### src/rtl/input_register_fifo.sv
// First-word-fall-through FIFO with valid/ready on both sides, synchronous clear and
// occupancy/full/empty status. Replaces the single-stage input register at DP/SMAC boundaries.
module input_register_fifo #(
  parameter int unsigned M = 16,
  parameter int unsigned D = 4,
  localparam int unsigned AW = $clog2(D)
) (
  input  logic          clk,
  input  logic          rst_n,
  input  logic          cl_en,
  input  logic          in_valid,
  output logic          in_ready,
  input  logic [M-1:0]  in_data,
  output logic          out_valid,
  input  logic          out_ready,
  output logic [M-1:0]  out_data,
  output logic [AW:0]   count,
  output logic          full,
  output logic          empty
);

  localparam logic [AW:0] DepthCnt = (AW + 1)'(D);

  logic [M-1:0]  mem_q [D];
  logic [M-1:0]  mem_d [D];
  logic [AW-1:0] wr_ptr_q, wr_ptr_d;
  logic [AW-1:0] rd_ptr_q, rd_ptr_d;
  logic [AW:0]   cnt_q, cnt_d;
  logic          push, pop;

  assign full      = (cnt_q == DepthCnt);
  assign empty     = (cnt_q == '0);
  assign count     = cnt_q;
  // No ready pass-through: a pop in the same cycle does not free a full buffer for a push.
  assign in_ready  = rst_n & ~full & ~cl_en;
  assign out_valid = ~empty & ~cl_en;
  assign out_data  = empty ? '0 : mem_q[rd_ptr_q];

  assign push = in_valid & in_ready;
  assign pop  = out_valid & out_ready;

  always_comb begin
    mem_d    = mem_q;
    wr_ptr_d = wr_ptr_q;
    rd_ptr_d = rd_ptr_q;
    cnt_d    = cnt_q;
    if (cl_en) begin
      wr_ptr_d = '0;
      rd_ptr_d = '0;
      cnt_d    = '0;
    end else begin
      if (push) begin
        mem_d[wr_ptr_q] = in_data;
        wr_ptr_d        = wr_ptr_q + 1'b1;
      end
      if (pop) begin
        rd_ptr_d = rd_ptr_q + 1'b1;
      end
      if (push && !pop) begin
        cnt_d = cnt_q + 1'b1;
      end else if (pop && !push) begin
        cnt_d = cnt_q - 1'b1;
      end
    end
  end

  always_ff @(posedge clk or negedge rst_n) begin
    if (!rst_n) begin
      wr_ptr_q <= '0;
      rd_ptr_q <= '0;
      cnt_q    <= '0;
    end else begin
      wr_ptr_q <= wr_ptr_d;
      rd_ptr_q <= rd_ptr_d;
      cnt_q    <= cnt_d;
    end
  end

  // Storage needs no reset; stale words are masked by empty.
  always_ff @(posedge clk) begin
    mem_q <= mem_d;
  end

endmodule

### config.mk
export PLATFORM = sky130hd
export DESIGN_NAME = input_register_fifo
export DESIGN_NICKNAME = d
export VERILOG_FILES = /design/src/rtl/input_register_fifo.sv
export SDC_FILE = /design/constraint.sdc
export NUM_CORES = 1
export LEC_CHECK = 0
export ABC_AREA = 1
export CORE_MARGIN = 2
export CORE_UTILIZATION = 50
export CTS_BUF_LIST = sky130_fd_sc_hd__clkbuf_8
export DETAILED_ROUTE_END_ITERATION = 16
export MAX_ROUTING_LAYER = met4
export PLACE_DENSITY = 0.74
export SETUP_SLACK_MARGIN = 0.5
export SLEW_MARGIN = 10
export SYNTH_ARGS = -nofsm -noshare
export SYNTH_HDL_FRONTEND = slang
export SYNTH_SLANG_ARGS = --single-unit
### constraint.sdc
create_clock -name clk -period 2.8 [get_ports clk]
set_clock_uncertainty 0.05 [all_clocks]
set_input_delay 0.56 -clock clk [delete_from_list [all_inputs] [get_ports clk]]
set_output_delay 0.56 -clock clk [all_outputs]
set_load 0.01 [all_outputs]
==> flow_summary_export.csv <==
group,metric,value,unit
timing,fmax,439,MHz
timing,drv_slew,0,
worst_setup_path,rr_endpoint,"count[2]$_DFFE_PN0P_",
worst_setup_path,crit_required,2.19,ns
worst_setup_path,crit_arrival,1.67,ns
drt,top_layer_used,"met4",
timing,totalNegativeSetupSlack,0,ns
synthesis,synth-xor-area-share,0.00290,
placement,place_area,3610,sq um
drt,vias,2088,
clocking,clock_latency,0.33,ns
clocking,cts_root_buffer,"clkbuf_8",
drt,wl_met3,374,microns
synthesis,yosys.area.top_type_share,0.635,
floorplanning,io_pins,44,
grt,grt_max_degree,17,
timing,worst_slack,0.520,ns
synthesis,yosysSeqAreaShare,0.693,
clocking,clock_sinks,71,
grt,grt_antenna_before_repair,0,
clocking,cts_buffer_depth,2,
synthesis,synth_top_family_by_area,"simple AND/OR/NAND/NOR gates",
synthesis,synth.area.top_cells,"edfxtp_1 (64%), nor2_1 (8.7%), dfrtp_1 (5.8%)",
synthesis,synth_nets,284,
drt,wl_met2,3220,microns
layout,finalNonFillerCells,411,
worst_setup_path,r2r_setup_slack,0.79,ns
synthesis,yosysWarnings,0,
placement,hpwl,3880,microns
timing,setup_violations,0,
worst_setup_path,r2r.worst_path.cells,12,
layout,finalNetCount,357,
timing,post-route-min-period,2.28,ns
power_and_ir_drop,power,3.36,mW
timing,worstMarginPinSlew,0.564,ns
clocking,clkTransAtPathRegs,0.07,ns
floorplanning,initial_core_util,0.514,
worst_setup_path,reg2reg_from,"count[2]$_DFFE_PN0P_",
layout,final_cell_area,3960,sq um
clocking,htreeDepth,3,
synthesis,syn_inst,258,
synthesis,synthTopCellsByCount,"nor2_1 (70), edfxtp_1 (64), o21ai_0 (33)",
timing,hold_viol,0,
synthesis,synth_mux_area_frac,0,
placement,portBuffers,43,
floorplanning,die_h,81.8,microns
synthesis,syn_area,3020,sq um
job,drv_cap,0,
synthesis,synth_cell_types,25,
drt,drtIter0Drc,181,
synthesis,yosys_most_used_dff,"edfxtp_1",
clocking,cts_tree,"done",
synthesis,yosys.area_share.adder,0.0232,
floorplanning,die-area,6690,sq um
floorplanning,die_w,81.8,microns
placement,placed_cells,381,
synthesis,synth-async-reset-ratio,0.0986,
synthesis,synth-seq-cells,71,
power_and_ir_drop,ir_drop,0.472,mV
run_status,status,"complete, no violations",
layout,drive_above_1_share,0.232,
worst_setup_path,endpoint_kind,"output port",
clocking,numCtsBuffers,9,
grt,track_usage,0.208,
layout,finish.utilization,0.672,
grt,grt_pass1_vias,2048,
timing,rsz0062_at_grt,"yes",
drt,via_per_inst,5.08,
drt,route.detailed.drc,0,
drt,met1_length,2580,microns
synthesis,synth-simple-area-share,0.148,
synthesis,synth_top_cell_by_area,"edfxtp_1",
timing,whs,0.473,ns
worst_setup_path,startpoint_type,"flop",
layout,synthToLayoutAreaGrowth,30.9,%
power_and_ir_drop,p_leak,1.55,nW
drt,wl_per_cell,15.3,microns
placement,pre_cts_ws,0.250,ns
placement,place_congestion,0.775,
synthesis,synth_compound_area_frac,0.0885,
floorplanning,core_region_area,5890,sq um
grt,gr-total-overflow,0,
drt,ant_nets,0,
layout,diodes,0,
synthesis,synth_edf_count,64,
worst_setup_path,path_max_fanout,10,
drt,drt_pre_antenna_iters,4,
timing,slew_headroom,0.623,
timing,post-route-period-util,0.814,
clocking,hold_buffers,0,
power_and_ir_drop,power_density,849,nW/um^2
drt,wirelength,6270,microns
worst_setup_path,critPathKind,"reg -> out",
grt,grt_pass1_wl,9680,microns
synthesis,synth_most_common_cell,"nor2_1",
synthesis,postSynthAreaPerCell,11.7,sq um
floorplanning,row_count,28,
min_path,hold_path_class,"in -> async",
==> cells by family after synthesis <==
kind of cell	after synthesis
AND/OR/NAND/NOR	98
flip-flops	71
AO/OA/AOI/OAI	53
buffers and inverters	30
adder cells (fa/ha/maj)	5
XOR/XNOR	1
==> worst max-delay path by stage <==
stage	startpoint	depth (start not counted)	to	slack (ns)
after global routing	rd_ptr_q[0]$_DFFE_PN0P_	7	out_data[8]	0.48
final	rd_ptr_q[0]$_DFFE_PN0P_	7	out_data[9]	0.52
after detailed placement	cl_en	5	in_ready	0.25
after floorplan	rst_n	6	mem_q[0]$_DFFE_PP_	0.71
after CTS	rd_ptr_q[0]$_DFFE_PN0P_	7	out_data[0]	0.38
after global placement	cl_en	5	in_ready	0.27
==> final cells by class <==
class / instances / area (sq um)
flip-flops and latches: 71 / 2100
fillers: 411 / 1930
multi-input cells: 157 / 805
repair buffers: 73 / 639
clock buffers: 9 / 124
clock inverters: 7 / 114
well taps: 75 / 93.8
inverters: 19 / 83.8
==> worst max-delay path, cell delays in order (launching register included) <==
cell	delay (ns)
dfrtp_2	0.43
buf_4	0.15
buf_6	0.13
nor2_1	0.11
nor2_1	0.06
o21ai_0	0.09
a21oi_1	0.09
dlygate4sd2_1	0.28
==> power breakdown <==
part           internal (mW)  switching, mW
Clock                  0.587          0.364
Sequential              1.21         0.0380
Combinational          0.513          0.652
Total                   2.31           1.05
==> routing by layer <==
| layer | vias up | global-route usage |
|---|---|---|
| met1 | 980 | 0.250 |
| li1 | 1029 | - |
| met2 | 69 | 0.341 |
| met3 | 10 | 0.0429 |
| met5 | - | - |
| met4 | 0 | 0.0967 |
==> flip-flops by register name (all words and copies together) (netlist names) <==
signal,cells
count,3
wr_ptr_q,2
mem_q,64
rd_ptr_q,2
==> layout by cell type, fill, tap and decap left out, types with 2 or more instances in the layout <==
cell type and count:
bufinv_16 3, buf_6 4, clkbuf_2 9, ha_1 4, nand3_1 5, nand3_2 2
inv_4 2, buf_2 3, nand2_4 3, a21oi_1 16, nor2_1 66, dfrtp_1 6
nand2_2 4, nor2_2 6, edfxtp_1 64, clkdlybuf4s50_1 23, clkbuf_8 9, dlygate4sd2_1 5
clkdlybuf4s15_1 2, buf_4 24, o21ai_0 29, inv_1 17, nand2_1 10, o21ai_1 7
==> timing repair <==
action,in CTS,in global routing
resized for setup,30,40
buffers inserted,5,8
gates cloned,1,0
endpoints found under the setup margin,19,15
pin swaps,0,4
No activity file was read; power rests on OpenSTA's default activity.
